<file path="config.mk">
export PLATFORM = sky130hd
export DESIGN_NAME = recovery_ctrl
export DESIGN_NICKNAME = d
export VERILOG_FILES = /design/src/rtl/recovery_ctrl.sv
export SDC_FILE = /design/constraint.sdc
export NUM_CORES = 1
export LEC_CHECK = 0
export BUFFER_PORTS_ARGS = -buffer_cell sky130_fd_sc_hd__buf_2
export CAP_MARGIN = 20
export CELL_PAD_IN_SITES_DETAIL_PLACEMENT = 1
export CELL_PAD_IN_SITES_GLOBAL_PLACEMENT = 2
export CORE_MARGIN = 2
export CORE_UTILIZATION = 28
export CTS_CLUSTER_DIAMETER = 120
export CTS_CLUSTER_SIZE = 10
export DETAILED_ROUTE_END_ITERATION = 10
export MAX_ROUTING_LAYER = met4
export PLACE_DENSITY_LB_ADDON = 0.25
export SKIP_LAST_GASP = 1
export SLEW_MARGIN = 20
export SYNTH_ARGS = -nofsm -noshare
export SYNTH_HDL_FRONTEND = slang
export SYNTH_SLANG_ARGS = --single-unit
</file>
<file path="constraint.sdc">
create_clock -name clk -period 6 [get_ports clk]
set_input_delay 0.6 -clock clk [delete_from_list [all_inputs] [get_ports clk]]
set_output_delay 0.6 -clock clk [all_outputs]
set_load 0.005 [all_outputs]
</file>
<file path="src/rtl/recovery_ctrl.sv">
// rtl/recovery_ctrl.sv - oldest-mispredict / exception recovery sequencer around the ROB
// Optional macro RECOVERY_CTRL_PERF_EN builds the recovery and stall performance counters.
module recovery_ctrl #(
    parameter int          ROB_SIZE       = 32,
    parameter int          NUM_BR         = 2,
    parameter int          RESTORE_CYCLES = 2,
    parameter logic [31:0] EXC_VECTOR     = 32'h0000_0100,
    localparam int         IDX            = $clog2(ROB_SIZE)
) (
    input  logic                  clk,
    input  logic                  reset,
    input  logic [NUM_BR-1:0]     br_valid,
    input  logic [NUM_BR-1:0]     br_mispredict,
    input  logic [IDX*NUM_BR-1:0] br_rob_idx,
    input  logic [32*NUM_BR-1:0]  br_target,
    input  logic [IDX-1:0]        rob_head,
    input  logic                  commit_exc_valid,
    input  logic [31:0]           commit_exc_pc,
    output logic                  commit_stop_valid,
    output logic [IDX-1:0]        commit_stop_idx,
    output logic                  flush_en,
    output logic [IDX-1:0]        flush_ptr,
    output logic                  restore_en,
    output logic [IDX-1:0]        restore_rob_idx,
    output logic                  redirect_valid,
    output logic [31:0]           redirect_pc,
    input  logic                  redirect_ready,
    output logic [31:0]           exc_pc,
    output logic                  dispatch_stall,
    output logic                  busy,
    output logic [31:0]           perf_recoveries,
    output logic [31:0]           perf_stall_cycles
);
    localparam int CW = (RESTORE_CYCLES > 1) ? $clog2(RESTORE_CYCLES) : 1;

    typedef enum logic [2:0] {
        S_IDLE,
        S_DRAIN,
        S_FLUSH,
        S_RESTORE,
        S_REDIRECT
    } state_t;

    state_t         state, state_n;
    logic [IDX-1:0] pend_idx, pend_idx_n;
    logic [IDX-1:0] pend_ptr, pend_ptr_n;
    logic [31:0]    pend_pc, pend_pc_n;
    logic [31:0]    exc_pc_q, exc_pc_n;
    logic [CW-1:0]  cnt, cnt_n;

    logic           mp_any;
    logic [IDX-1:0] mp_idx;
    logic [IDX-1:0] mp_age;
    logic [31:0]    mp_pc;
    logic [IDX-1:0] pend_age;
    logic           drained;
    logic           take_exc;

    // Oldest mispredict this cycle; strict compare keeps the lower port on equal age.
    always_comb begin
        mp_any = 1'b0;
        mp_idx = '0;
        mp_age = '0;
        mp_pc  = '0;
        for (int p = 0; p < NUM_BR; p++) begin
            if (br_valid[p] && br_mispredict[p] &&
                (!mp_any || ((br_rob_idx[p*IDX +: IDX] - rob_head) < mp_age))) begin
                mp_any = 1'b1;
                mp_idx = br_rob_idx[p*IDX +: IDX];
                mp_age = br_rob_idx[p*IDX +: IDX] - rob_head;
                mp_pc  = br_target[p*32 +: 32];
            end
        end
    end

    assign pend_age = pend_idx - rob_head;
    assign drained  = (rob_head == (pend_idx + IDX'(1)));
    assign take_exc = commit_exc_valid && ((state == S_IDLE) || (state == S_DRAIN));

    always_ff @(posedge clk or posedge reset) begin
        if (reset) begin
            state    <= S_IDLE;
            pend_idx <= '0;
            pend_ptr <= '0;
            pend_pc  <= '0;
            exc_pc_q <= '0;
            cnt      <= '0;
        end else begin
            state    <= state_n;
            pend_idx <= pend_idx_n;
            pend_ptr <= pend_ptr_n;
            pend_pc  <= pend_pc_n;
            exc_pc_q <= exc_pc_n;
            cnt      <= cnt_n;
        end
    end

    always_comb begin
        state_n    = state;
        pend_idx_n = pend_idx;
        pend_ptr_n = pend_ptr;
        pend_pc_n  = pend_pc;
        exc_pc_n   = exc_pc_q;
        cnt_n      = cnt;
        if (take_exc) begin
            state_n    = S_FLUSH;
            pend_ptr_n = rob_head;
            pend_pc_n  = EXC_VECTOR;
            exc_pc_n   = commit_exc_pc;
        end else begin
            case (state)
                S_IDLE: begin
                    if (mp_any) begin
                        pend_idx_n = mp_idx;
                        pend_pc_n  = mp_pc;
                        state_n    = S_DRAIN;
                    end
                end
                S_DRAIN: begin
                    // Once the branch has retired, any new "older" age is only wrap-around noise.
                    if (drained) begin
                        pend_ptr_n = rob_head;
                        state_n    = S_FLUSH;
                    end else if (mp_any && (mp_age < pend_age)) begin
                        pend_idx_n = mp_idx;
                        pend_pc_n  = mp_pc;
                    end
                end
                S_FLUSH: begin
                    cnt_n   = CW'(RESTORE_CYCLES - 1);
                    state_n = S_RESTORE;
                end
                S_RESTORE: begin
                    if (cnt == '0) begin
                        state_n = S_REDIRECT;
                    end else begin
                        cnt_n = cnt - CW'(1);
                    end
                end
                S_REDIRECT: begin
                    if (redirect_ready) begin
                        state_n = S_IDLE;
                    end
                end
                default: state_n = S_IDLE;
            endcase
        end
    end

    assign commit_stop_valid = (state == S_DRAIN);
    assign commit_stop_idx   = (state == S_DRAIN) ? pend_idx : '0;
    assign flush_en          = (state == S_FLUSH);
    assign flush_ptr         = (state == S_FLUSH) ? pend_ptr : '0;
    assign restore_en        = (state == S_RESTORE);
    assign restore_rob_idx   = (state == S_RESTORE) ? pend_ptr : '0;
    assign redirect_valid    = (state == S_REDIRECT);
    assign redirect_pc       = (state == S_REDIRECT) ? pend_pc : '0;
    assign exc_pc            = exc_pc_q;
    assign dispatch_stall    = (state != S_IDLE);
    assign busy              = (state != S_IDLE);

`ifdef RECOVERY_CTRL_PERF_EN
    logic [31:0] rec_cnt;
    logic [31:0] stall_cnt;

    always_ff @(posedge clk or posedge reset) begin
        if (reset) begin
            rec_cnt   <= '0;
            stall_cnt <= '0;
        end else begin
            if ((state == S_REDIRECT) && redirect_ready && (rec_cnt != 32'hFFFF_FFFF)) begin
                rec_cnt <= rec_cnt + 32'd1;
            end
            if ((state != S_IDLE) && (stall_cnt != 32'hFFFF_FFFF)) begin
                stall_cnt <= stall_cnt + 32'd1;
            end
        end
    end

    assign perf_recoveries   = rec_cnt;
    assign perf_stall_cycles = stall_cnt;
`else
    assign perf_recoveries   = '0;
    assign perf_stall_cycles = '0;
`endif

endmodule

</file>
# Word-level counts from Yosys, hierarchy flattened

Cells that the tools add are included.

Output and inout bits: 149
Word-level logic and storage cells: 80
Register bits: 78
Input bits: 119

Reduce and logical (&&, ||, !) cells: 20
Multiplexer cells: 32
Bitwise gates (word level): 1
Equality and inequality tests: 14
Add/sub/neg operators: 5
$lt $le $gt $ge: 2

Operator list:

| operator                                                               | count |
|---|---|
| 32-bit 2-to-1 mux                                                      | 7 |
| 5-bit 2-to-1 mux                                                       | 13 |
| 32-bit case mux with 2 select lines                                    | 1 |
| 3-bit 2-to-1 mux                                                       | 5 |
| 3-bit case mux with 5 select lines                                     | 1 |
| 5-bit subtractor                                                       | 3 |
| 5-bit < comparator                                                     | 2 |
| 5-bit case mux with 2 select lines                                     | 1 |
| 3-bit by 1-bit != test with 1-bit output (second input constant)       | 3 |
| 4-bit AND reduction                                                    | 2 |
| 2-bit nonzero test                                                     | 4 |
| 3-bit by 2-bit equality test with 1-bit output (second input constant) | 2 |
| 3-bit by 2-bit != test with 1-bit output (second input constant)       | 2 |
| 3-bit nonzero test                                                     | 2 |
| 5-bit by 1-bit adder with 5-bit output (second input constant)         | 1 |
| 5-bit equality test                                                    | 1 |
| 1-bit logical AND                                                      | 5 |
| 5-bit AND reduction                                                    | 1 |
| 2-bit != test (second input constant)                                  | 2 |
| 2-bit AND reduction                                                    | 2 |
| 3-bit by 1-bit equality test with 1-bit output (second input constant) | 1 |
| 3-bit equality test (second input constant)                            | 1 |
| 3-bit logical NOT                                                      | 1 |
| 1-bit 2-to-1 mux                                                       | 3 |
| 7 further kinds                                                        | 8 |

# Longest topological paths before layout

Depth after elaboration: 12
Gate-level depth with buffers: 25
Gate-level depth less buffers: 21

# Least setup slack after synthesis

Ideal clock, no wire load.

Kind: input port to flip-flop
Start point: in br_rob_idx[0]
End point: reg pend_idx[0]
Arrival time: 4,603 ps
Setup time: 125 ps
Stages on the path: 22
Path buffers: 2
Path slack: 1,272 ps
Data required time: 5,875 ps
Path through: inv_1 -> ha_1 -> inv_1 -> fa_1 -> a21o_1 -> a21oi_1 -> xnor2_1 -> nand2_1 -> ha_1 -> a21o_1 -> a21oi_1 -> o21a_1 -> buf_2 -> clkbuf_1 -> o21ai_0 -> ha_1 -> a21oi_1 -> nor2_1 -> a2111oi_0 -> o2111ai_1 -> a21oi_2 -> mux2_2

Longest elaborated chain between the ends: 10
Elaborated cells between the ends (all ways): 18
Classes of those cells: add/sub: 1; order compare: 2; eq/ne: 2; mux: 9; reduce/logical: 4

Ends and longest elaborated chain:

| what                                               | RTL line | RTL |
|---|---|---|
| from (decl)                                        | 14       | `input logic [IDX*NUM_BR-1:0] br_rob_idx,` |
| 5-bit subtractor                                   | 70       | `mp_age = br_rob_idx[p*IDX +: IDX] - rob_head;` |
| 5-bit 2-to-1 mux                                   | 66       | `if (br_valid[p] && br_mispredict[p] &&` |
| 5-bit < comparator                                 | 67       | `(!mp_any \|\| ((br_rob_idx[p*IDX +: IDX] - rob_head) < mp_age))) begin` |
| 1-bit logical OR                                   | 67       |  |
| 1-bit logical AND                                  | 66       |  |
| 5-bit 2-to-1 mux                                   | 66       |  |
| 5-bit < comparator                                 | 124      | `end else if (mp_any && (mp_age < pend_age)) begin` |
| 1-bit logical AND                                  | 124      |  |
| 2-bit by 1-bit != test with 1-bit output (no line) | n/a      |  |
| 5-bit AND reduction (no line)                      | n/a      |  |
| to (signal assigned)                               | 90       | `pend_idx <= pend_idx_n;` |
| to (decl)                                          | 45       | `logic [IDX-1:0] pend_idx, pend_idx_n;` |

Several ways; a longest one is shown, not always the timed one. The select of a mux whose other input is x is not followed.
A chain may end at the register's enable or synchronous reset.

# Final worst setup path

Start point: in rob_head[0]
End point: reg pend_pc[24]

Longest elaborated chain between the ends: 10
Elaborated cells between the ends (all ways): 22
Classes of those cells: add/sub: 3; order compare: 2; eq/ne: 4; mux: 9; reduce/logical: 4

Ends and longest elaborated chain:

| what                                                                                                      | RTL line | RTL |
|---|---|---|
| from (decl)                                                                                               | 16       | `input logic [IDX-1:0] rob_head,` |
| 5-bit subtractor                                                                                          | 70       |  |
| 5-bit 2-to-1 mux                                                                                          | 66       |  |
| 5-bit < comparator                                                                                        | 67       |  |
| 1-bit logical OR                                                                                          | 67       |  |
| 1-bit logical AND                                                                                         | 66       |  |
| 5-bit 2-to-1 mux or 32-bit 2-to-1 mux (tied branches)                                                     | 66       |  |
| 5-bit < comparator or 32-bit 2-to-1 mux (tied branches)                                                   | 124      |  |
| 1-bit logical AND or 32-bit 2-to-1 mux (tied branches)                                                    | 124, 121 |  |
| 3-bit by 1-bit != test with 1-bit output (no line) or 32-bit case mux with 2 select lines (tied branches) | n/a      |  |
| 4-bit AND reduction (no line) or 32-bit 2-to-1 mux (tied branches)                                        | n/a      |  |
| to (signal assigned)                                                                                      | 92       | `pend_pc <= pend_pc_n;` |
| to (decl)                                                                                                 | 47       | `logic [31:0] pend_pc, pend_pc_n;` |

Several ways; a longest one is shown, not always the timed one. The select of a mux whose other input is x is not followed.

==> summary.txt <==
Power
  – Clock power share: 0.207
  – Net Sw Frac: 0.3867
  – Comb power frac: 0.441
  – Power Total: ~2.6 mW
  – Power density cells: approximately 390 nW/um^2
  – Power Internal: between 1.5 and 2 mW
  – Maximum VDD drop: 162.0 uV
  – Reg power frac: 0.352
  – Leakage power total: 3.670 nW
  – Net Switching: 1.004 mW

Status
  – Status: finished, final reports clean

Finish
  – Nets@finish: roughly 900
  – Final core utilization: 0.3573
  – ANT cells: 0
  – Layout area overhead: 24.23%
  – Share of cells above drive strength 1: 0.3671

Placed design
  – HPWL Detailed: ~13000 um
  – Routability Congestion: slightly above 0.8
  – PortBufs: 203
  – Pre-CTS setup slack: about 0.44 ns

CTS
  – Clock slew at reported path FFs: 0.07 ns
  – Root Driver: clkbuf_16
  – Clk buf depth: 2
  – TritonCTS clock tree: yes
  – Htree depth: 3
  – Post-CTS resize count: 0
  – Clk_lat worst skew: 0.35 ns
  – Cts hold-fix bufs: 0
  – Clock sinks: about 80
  – CTS Buf Count: 9
  – Post CTS Setup Buffer Count: 0

Yosys
  – Mean Syn Cell Area: about 9.4 sq um
  – List of most frequent post-synthesis cells: nand2_1, dfrtp_1, buf_4
  – Cell Area, Synth: about 5400 sq um
  – Share of the synthesized area in the top cell type: 0.3604
  – Post-synth EDFFs: 0
  – Yosys reg bits: 78
  – FFs w/ async S/R, synth: 1.000
  – Ys flop type: dfrtp_1
  – Synth unique cells: 41
  – Area contributors post-synth: dfrtp_1, buf_4, mux2_2, mux2i_1, nand2_1
  – Synth warnings: 0
  – Top-count cell post-synth: nand2_1
  – Register area share after synthesis: 0.3604
  – Synth Instances: 574
  – Post-synth top area cell: dfrtp_1

Global routing
  – GRT overflow: 0
  – Largest net degree at the start of global routing: slightly below 80
  – Global-route wire length before repair: 26220 um
  – Initial antenna violation count: 0
  – Vias in the first global route: between 4k and 5k
  – GRT Util Overall: 0.1698

Setup path
  – CP Capture Type: register
  – CP Launch Type: input pin
  – R2r startpoint: pend_idx[0]$_DFFE_PP0P_
  – CP Class: input pin to register
  – Worst r2r dst: pend_pc[24]$_DFFE_PP0P_
  – Crit-path max FO: 32
  – FF-to-FF setup slack: approximately 2.3 ns
  – Worst EP arrival: about 5.5 ns
  – Critical Path RT: between 6 and 7 ns
  – FF-to-FF path depth: 15

Route
  – Remaining DRCs: 0
  – DRT Pass-1 Iters: 4
  – Vias: 4613
  – Routed WL: 17230 um
  – Wirelength per Cell: 16.89 um
  – Vias per cell: 4.523
  – Detail Route Antenna Nets: 0
  – DR iter-0 viols: around 150

Floorplan
  – CORE AREA: 18830 sq um
  – Die Footprint: 20470 sq um
  – Initial Util: 0.2876
  – Row count: 50
  – Die Ht: approximately 140 um
  – # IOs: about 270
  – Die width: between 100 and 150 um

STA
  – Fmax: between 150 and 200 MHz
  – Setup WS post-layout: roughly 0.8 ns
  – RSZ-0062 raised after global routing: false
  – Total negative slack: 0 ns
  – Rel. slew slack: 0.3462
  – Final Cycle Share: 0.8655
  – Final Slew Violations: 0
  – Least-Margin Pin Slew: ~0.98 ns
  – Final setup vio count: 0
  – Clock skew: just under 0.007 ns
  – Final hold violation count: 0
  – Final Critical Period: between 5 and 6 ns

Hold path
  – Hold EP: state[2]$_DFFE_PP0P_
  – Hold_sp: redirect_ready
  – Class of the worst hold path: input pin to register
  – Hold Crit Depth: 2

Flow run
  – # Max-Cap Violations: 0
## metal layers
metal | vias to the layer above | GRT usage | wire length [um]
met4 | 0 | 0.03648 | 229
met1 | 2245 | 0.2016 | 7074
met2 | 153 | 0.2959 | 8914
li1 | 2196 | - | -
met3 | 19 | 0.03622 | 1010
met5 | - | - | 0
## sequential cells by signal, summed over array words and instances (netlist names)
register,flops
pend_idx,5
pend_ptr,5
pend_pc,32
cnt,1
state,3
exc_pc,32
## worst max-delay path by stage
stage,from,endpoint
after CTS,rob_head[0],pend_pc[15]$_DFFE_PP0P_
after floorplan,br_rob_idx[0],pend_idx[0]$_DFFE_PP0P_
after detailed placement,rob_head[0],pend_pc[18]$_DFFE_PP0P_
after global placement,rob_head[0],pend_pc[18]$_DFFE_PP0P_
after global routing,rob_head[0],pend_pc[15]$_DFFE_PP0P_
final,rob_head[0],pend_pc[24]$_DFFE_PP0P_
## cells in the final DEF, fill, tap and decap left out, drive strengths merged, types with 3 or more instances in the layout
cell type	instances
nand2	86
fa	3
nand3	39
and2	34
clkbuf	9
dfrtp	78
o21ai	9
a22o	30
clkinvlp	3
nor2	4
mux2	42
inv	18
xor2	5
a21oi	12
mux2i	33
a21o	10
ha	21
conb	64
and3	15
buf	210
nor2b	5
xnor2	10
## stage by stage
step                      std cells  hold slack, ns  cell area [sq um]
after global routing           1020          0.4212               6729
final                          1020          0.4235               6729
after floorplan                 637          0.4406               5653
after CTS                      1019          0.4126               6698
after global placement         1003          0.4820               6410
after detailed placement       1003          0.4880               6410
## critical path: stages
cell and delay [ns]:
buf_2 0.16, ha_1 0.16, inv_1 0.05, fa_1 0.40, a21o_1 0.18, a21oi_1 0.17, xnor2_1 0.14, nand2_1 0.09
ha_1 0.31, a21o_1 0.17, a21oi_1 0.30, o21a_2 0.50, o21ai_0 0.20, ha_1 0.35, nand4_1 0.13, a2111oi_0 0.45
o21ai_0 0.19, o2111ai_1 0.19, o22a_2 0.22, buf_12 0.25, mux2i_1 0.24
## power groups by stage
stage	Sequential (mW)	Combinational [mW]	Clock, mW
CTS	0.915	1.17	0.556
global route	0.944	1.28	0.581
finish	0.913	1.15	0.537
detailed placement	0.925	1.16	0
floorplan	0.887	0.796	0
global placement	0.910	1.12	0
## kinds of logic (layout without fill, tap and decap cells)
logic type,count (synthesis),in the layout,synth area share
simple gates,190,190,0.1696
fa+ha+maj,24,24,0.05960
flops,78,78,0.3604
mux,75,75,0.1483
buf+inv,118,241,0.1347
xor+xnor,15,15,0.02564
other cells,1,64,0.0006923
compound gates,73,73,0.1012
## area by class of cell
cell class	instances	area (sq um)
repair buffers	210	1105
well taps	260	325.3
clock inverters	7	62.56
multi-input cells	441	3002
fillers	2267	12100
clock buffers	9	225.2
inverters	15	57.56
flip-flops and latches	78	1952
No activity file was read; power rests on OpenSTA's default activity.
